--- config.mk ---
export PLATFORM = sky130hd
export DESIGN_NAME = ddr_test_axi_traffic
export DESIGN_NICKNAME = d
export VERILOG_FILES = /design/src/rtl/ddr_test_axi_traffic.sv
export SDC_FILE = /design/constraint.sdc
export NUM_CORES = 1
export LEC_CHECK = 0
export BUFFER_PORTS_ARGS = -buffer_cell sky130_fd_sc_hd__buf_2
export CAP_MARGIN = 20
export CORE_AREA = 3 3 149 151
export CTS_CLUSTER_DIAMETER = 150
export DETAILED_ROUTE_END_ITERATION = 10
export DIE_AREA = 0 0 152 154
export GPL_TIMING_DRIVEN = 0
export PLACE_DENSITY = 0.63
export SYNTH_ARGS = -nofsm -noshare
export SYNTH_HDL_FRONTEND = slang
export SYNTH_SLANG_ARGS = --single-unit
--- constraint.sdc ---
create_clock -name core_clk -period 8.7 [get_ports core_clk]
set_input_delay 1.74 -clock core_clk [delete_from_list [all_inputs] [get_ports core_clk]]
set_output_delay 1.74 -clock core_clk [all_outputs]
set_load 0.02 [all_outputs]
--- src/rtl/ddr_test_axi_traffic.sv ---
// ddr_test_axi_traffic: writes a deterministic pattern over a DDR window via AXI, reads it back and checks every beat.
// Loops forever after init; exports a sticky error flag plus saturating error and wrapping pass counters.
module ddr_test_axi_traffic #(
  parameter int ADDR_WIDTH = 28,
  parameter int DATA_WIDTH = 128,
  parameter int BURST_LEN = 16,
  parameter int NUM_BURST = 64,
  parameter logic [ADDR_WIDTH-1:0] BASE_ADDR = '0
) (
  input  logic                    core_clk,
  input  logic                    core_rst,
  input  logic                    ddr_init_done,
  output logic [ADDR_WIDTH-1:0]   axi_awaddr,
  output logic [7:0]              axi_awlen,
  output logic                    axi_awvalid,
  input  logic                    axi_awready,
  output logic [DATA_WIDTH-1:0]   axi_wdata,
  output logic [DATA_WIDTH/8-1:0] axi_wstrb,
  output logic                    axi_wlast,
  output logic                    axi_wvalid,
  input  logic                    axi_wready,
  output logic [ADDR_WIDTH-1:0]   axi_araddr,
  output logic [7:0]              axi_arlen,
  output logic                    axi_arvalid,
  input  logic                    axi_arready,
  input  logic [DATA_WIDTH-1:0]   axi_rdata,
  input  logic                    axi_rlast,
  input  logic                    axi_rvalid,
  output logic                    axi_rready,
  output logic                    err_flag,
  output logic [15:0]             err_cnt,
  output logic [15:0]             loop_cnt,
  output logic                    test_busy
);
  localparam logic [7:0] LAST = 8'(BURST_LEN - 1);
  localparam logic [15:0] BMAX = 16'(NUM_BURST - 1);
  localparam logic [15:0] BL16 = 16'(BURST_LEN);
  localparam logic [ADDR_WIDTH-1:0] STRIDE = ADDR_WIDTH'(BURST_LEN * (DATA_WIDTH / 8));
  typedef enum logic [2:0] {IDLE, WR_ADDR, WR_DATA, RD_ADDR, RD_DATA, LOOP} state_t;
  state_t state_q, state_d;
  logic [15:0] b_q, b_d, loop_q, loop_d, err_cnt_q, err_cnt_d, word;
  logic [7:0] beat_q, beat_d;
  logic err_q, err_d, sync1_q, sync2_q, last_beat, beat_err;
  logic [DATA_WIDTH-1:0] pattern;
  logic [ADDR_WIDTH-1:0] burst_addr;
  // Word index wraps at 16 bits, so the pattern repeats for windows beyond 64K beats.
  assign word = b_q * BL16 + {8'd0, beat_q};
  assign pattern = {(DATA_WIDTH / 32){loop_q, word}};
  assign last_beat = beat_q == LAST;
  assign burst_addr = BASE_ADDR + ADDR_WIDTH'(b_q) * STRIDE;
  assign test_busy = state_q != IDLE;
  assign axi_awaddr = test_busy ? burst_addr : '0;
  assign axi_araddr = test_busy ? burst_addr : '0;
  assign axi_awlen = LAST;
  assign axi_arlen = LAST;
  assign axi_awvalid = state_q == WR_ADDR;
  assign axi_wvalid = state_q == WR_DATA;
  assign axi_wdata = pattern;
  assign axi_wstrb = '1;
  assign axi_wlast = axi_wvalid && last_beat;
  assign axi_arvalid = state_q == RD_ADDR;
  assign axi_rready = state_q == RD_DATA;
  assign err_flag = err_q;
  assign err_cnt = err_cnt_q;
  assign loop_cnt = loop_q;
  // A data and an rlast failure on the same beat still count once.
  assign beat_err = axi_rready && axi_rvalid && ((axi_rdata != pattern) || (axi_rlast != last_beat));
  always_ff @(posedge core_clk or posedge core_rst) begin
    if (core_rst) begin
      state_q <= IDLE;
      b_q <= '0;
      beat_q <= '0;
      loop_q <= '0;
      err_cnt_q <= '0;
      err_q <= 1'b0;
      sync1_q <= 1'b0;
      sync2_q <= 1'b0;
    end else begin
      state_q <= state_d;
      b_q <= b_d;
      beat_q <= beat_d;
      loop_q <= loop_d;
      err_cnt_q <= err_cnt_d;
      err_q <= err_d;
      sync1_q <= ddr_init_done;
      sync2_q <= sync1_q;
    end
  end
  always_comb begin
    state_d = state_q;
    b_d = b_q;
    beat_d = beat_q;
    loop_d = loop_q;
    err_d = err_q | beat_err;
    err_cnt_d = err_cnt_q + {15'd0, beat_err && err_cnt_q != 16'hFFFF};
    case (state_q)
      IDLE: if (sync2_q) begin
        state_d = WR_ADDR;
        b_d = '0;
      end
      WR_ADDR: if (axi_awready) begin
        state_d = WR_DATA;
        beat_d = '0;
      end
      WR_DATA: if (axi_wready) begin
        beat_d = beat_q + 8'd1;
        if (last_beat) begin
          state_d = (b_q == BMAX) ? RD_ADDR : WR_ADDR;
          b_d = (b_q == BMAX) ? '0 : b_q + 16'd1;
        end
      end
      RD_ADDR: if (axi_arready) begin
        state_d = RD_DATA;
        beat_d = '0;
      end
      RD_DATA: if (axi_rvalid) begin
        beat_d = beat_q + 8'd1;
        if (last_beat) begin
          state_d = (b_q == BMAX) ? LOOP : RD_ADDR;
          b_d = (b_q == BMAX) ? b_q : b_q + 16'd1;
        end
      end
      LOOP: begin
        state_d = WR_ADDR;
        b_d = '0;
        loop_d = loop_q + 16'd1;
      end
      default: state_d = IDLE;
    endcase
  end
endmodule

======== After elaboration in Yosys (flattened, before gate mapping) ========
Cells that the tools add are included.
storage, ports and cells
  register bits ........................... 62
operators by class
  $add $sub $neg .......................... 5
  equal/unequal tests ..................... 18
  muxes and demuxes ....................... 24
  bitwise operators ....................... 1
  reductions and logical operators ........ 12
operators with widths
  operator                                                          number
  128-bit != test                                                   1
  16-bit two-way mux                                                7
  16-bit one-hot mux with 4 select lines                            1
  16-bit by 1-bit adder with 16-bit output, second input constant   2
  8-bit two-way mux                                                 4
  8-bit one-hot mux with 4 select lines                             1
  24-bit two-way mux                                                1
  3-bit two-way mux                                                 8
  3-bit one-hot mux with 6 select lines                             1
  16-bit by 1-bit adder with 16-bit output                          1
  16-bit by 8-bit adder with 16-bit output                          1
  16-bit by 6-bit == test with 1-bit output, second input constant  1
  16-bit != test, second input constant                             1
  7-bit AND reduction                                               2
  2-bit by 1-bit != test with 1-bit output, second input constant   5
  8-bit by 1-bit adder with 8-bit output, second input constant     1
  8-bit by 4-bit == test with 1-bit output, second input constant   1
  4-bit nonzero test                                                2
  3-bit by 2-bit == test with 1-bit output, second input constant   2
  3-bit == test, second input constant                              2
  2-bit != test, second input constant                              3
  5-bit AND reduction                                               1
  1-bit logical AND                                                 4
  3-bit by 1-bit == test with 1-bit output, second input constant   1
  6 further kinds                                                   6

======== Depth between registers and ports, before layout ========
  depth in word-level cells ............... 6
  depth in mapped cells ................... 17
  gate-level depth less buffers ........... 16

======== Least setup slack after synthesis ========
OpenSTA, ideal clock, no wires.
  path type ............................... input to register
  start ................................... in axi_rdata[25]
  end ..................................... reg err_cnt_q[13] (netlist: err_cnt[13])
  library setup time ...................... 0.132 ns
  arrival time ............................ 4.255 ns
  required time ........................... 8.568 ns
  setup slack ............................. 4.312 ns
  stages on the path ...................... 13
  path buffers ............................ 1
  cell sequence ........................... or4_1 nor2_1 a31oi_1 a2111oi_2 o2111ai_1 or4_1 o21bai_2 a21oi_1 ha_1 and3_1 clkbuf_1 and3_1 xor2_1
between the ends
  longest elaborated chain between the ends .. 5
RTL lines
  what                                      line  source
  start, declared                           26    input logic [DATA_WIDTH-1:0] axi_rdata,
  128-bit != test                           67    assign beat_err = axi_rready && axi_rvalid && ((axi_rdata != pattern) || (axi_rlast != last_beat));
  1-bit logical OR                          67
  1-bit logical AND                         67
  1-bit logical AND                         95    err_cnt_d = err_cnt_q + {15'd0, beat_err && err_cnt_q != 16'hFFFF};
  16-bit by 1-bit adder with 16-bit output  95
  named net err_cnt_d[13]                   41    logic [15:0] b_q, b_d, loop_q, loop_d, err_cnt_q, err_cnt_d, word;
  end signal, assigned                      83    err_cnt_q <= err_cnt_d;
  end, declared                             41
The timed path passes the listed nets, and every way through them passes these cells.
A chain may end at the register's enable or synchronous reset.

======== Final worst setup path ========
  start ................................... in axi_rdata[24]
  end ..................................... reg err_cnt_q[12] (netlist: err_cnt[12])
The elaborated chain is that of the path after synthesis.

==> out/qor.yml <==
status: "completed"
netlist_instances: 725
cts_max_path_buffers: 2
post-route-period-util_pct: 55.6
finalSetupViolCount: 0
vias_per_cell: 4.46
fin_skew_ps: 9.68
core-area_um2: 21000
vias: 6256
clock.fmax_mhz: 207
cts_sinks: 62
dieArea_um2: 23400
drtIter0Drc: 336
tritoncts: "yes"
power.density_nw_per_um2: 167
syn_to_final_growth_pct: 41.7
boundaryPins: 391
initial_core_util_pct: 29.1
rsz0062_at_grt: "false"
drc_errors: 0
routedWlPerCell_um: 15.7
detail_route.first_pass.iterations: 5
yosysUniqueCellTypes: 62
crit_family: "simple AND/OR/NAND/NOR gates"
crit_required_ps: 8920
placed_cells: 1388
routabilityCongestion: 0.908
synth_area_um2: 6100
finalHoldViolations: 0
synth_seq_cells: 62
synth_largest_area_cell: "dfrtp_1"
cp_num_buf_inv: 1
grt_max_degree: 63
cts-root-buf: "clkbuf_16"
hold_class: "register to register"
grt_pass1_wl_um: 33400
clkLatencyLatePin_ps: 340
slowest_stage: "a221oi_1"
ys_warn_count: 0
placementRows: 53
die_y_um: 154
crit_path_start_kind: "input pin"
ir_drop_uv: 140
yosysMostFrequentCell: "buf_4"
synthArstFlopShare_pct: 100
htree_levels: 3
grt_pass1_vias: 5924
cpPeakStageDelay_ps: 570
pre_cts_ws_ps: 3490
port_buffers: 334
crit_fanout: 5
cap_violations: 0
synth-edff-count: 0
cp_cell_sequence: "buf_2, or4_1, a221oi_1, and4_1, nand4_1, or4_1, o21bai_2, a21oi_1, ha_1, ha_1, nand3_1, nor2_1, xor2_1"
cp.arrival_ps: 5060
ys.flop_type: "dfrtp_1"
fp.dieW_um: 152
dpl_cell_area_um2: 8320
final.min_clock_period_ps: 4840
drt-total-wl_um: 22100
ant_nets: 0
grt_usage_pct: 18.0
whs_ps: 357
p_leak_uw: 0.00508
layout.nets: 1270
ys_seq_area_share_pct: 25.4
yosys.area.top_type_share_pct: 25.4
postCtsHoldBufs: 0
post_cts_buffers: 0
cts-resized-gates: 0
antenna_found_initial: 0
fin_ws_ps: 3860
tightest_slew_ps: 985
cts_buffers: 9
clkTransAtPathRegs_ps: 60
end_kind: "register"
slew_viol_final: 0
final_area_um2: 8650
synth_common_cells: "191 x buf_4, 62 x dfrtp_1, 45 x xor2_1"
gr-total-overflow: 0
synth_area_per_cell_um2: 8.42
final_cells: 1404
dp_hpwl_um: 18400
yosys-top-cells-area: "dfrtp_1 25%, buf_4 23%, xor2_1 6.5%"
fin_setup_tns_ps: 0
layout-drive-gt1-share_pct: 50.2
maxSlewHeadroom_pct: 33.9
diodes: 0
critical_path_class: "input pin to register"
-- state kept, by name, indices dropped and copies added (netlist names) --
| name | flops |
|---|---|
| beat_q | 8 |
| state_q | 3 |
| loop_cnt | 16 |
| sync2_q | 1 |
| sync1_q | 1 |
| err_flag | 1 |
| b_q | 16 |
| err_cnt | 16 |
-- report_power, final --
group | switching (uW) | total [uW] | internal (uW)
Combinational | 415 | 683 | 268
Clock | 142 | 394 | 252
Sequential | 52.1 | 369 | 317
Total | 609 | 1450 | 837
-- cell families (layout without fill, tap and decap cells) --
logic type	count (synthesis)	after routing	share of synthesized area, %
buffers and inverters	231	581	26.4
other	2	56	0.123
AO/OA/AOI/OAI	93	93	10.5
adder cells (fa/ha/maj)	10	10	2.17
XOR/XNOR	82	82	11.8
multiplexers	8	8	1.33
flip-flops	62	62	25.4
AND/OR/NAND/NOR	237	237	22.3
-- through the flow --
step,power (uW),utilization [%]
floorplan,840,-
global placement,1050,39.7
detailed placement,1060,39.7
CTS,1460,41.3
global route,1540,41.3
finish,1450,41.3
-- cell usage in the layout, fill, tap and decap left out, drive strengths merged, types with 9 or more instances in the layout --
master and instances:
o21ai 34, or3 10, xor2 45, nand2 31, nand3 33, nand4 24, ha 9, nor3 14
a21oi 11, clkbuf 31, or4 13, inv 13, xnor2 37, conb 56, nor2 29, nand2b 9
buf 531, and3 31, dfrtp 62, nor2b 18, nor4 13
-- cell type report --
| class | count | area [um^2] |
|---|---|---|
| fill | 2163 | 12300 |
| multi-input combinational | 486 | 3140 |
| timing repair buffer | 334 | 1670 |
| inverter | 12 | 47.5 |
| sequential | 62 | 1550 |
| tap | 275 | 344 |
| clock buffer | 9 | 225 |
| clock inverter | 7 | 97.6 |
| buffer | 219 | 1560 |
-- worst reg2reg max path, cell delays in order, from the launching register on --
cell and delay [ps]:
dfrtp_1 450, ha_1 210, inv_1 60, fa_1 390
xnor2_1 810, nand2_1 150, a2111oi_2 360, o2111ai_1 140
or4_1 580, o21bai_2 260, a21oi_1 80, ha_1 240
ha_1 260, nand3_1 180, nor2_1 70, xor2_1 140
-- worst paths after layout --
check	from	to	slack, ps	depth (start not counted)
min in group asynchronous	core_rst	loop_cnt[3]	1560	2
hold reg to reg	sync1_q	sync2_q	360	0
setup reg to reg	b_q[0]	err_cnt[12]	4210	15
hold / removal	sync1_q	sync2_q	360	0
max in group asynchronous	core_rst	state_q[1]	6610	2
setup / recovery	axi_rdata[24]	err_cnt[12]	3860	13
-- layer usage --
layer | vias to the layer above | global-route usage [%] | share of wire [%]
met5 | - | 0 | 0
met4 | 0 | 5.69 | 1.8
met2 | 282 | 30.0 | 48
met1 | 2864 | 22.7 | 43
li1 | 3086 | - | -
met3 | 24 | 4.70 | 7.9
Power figures use the tool's default switching activity.
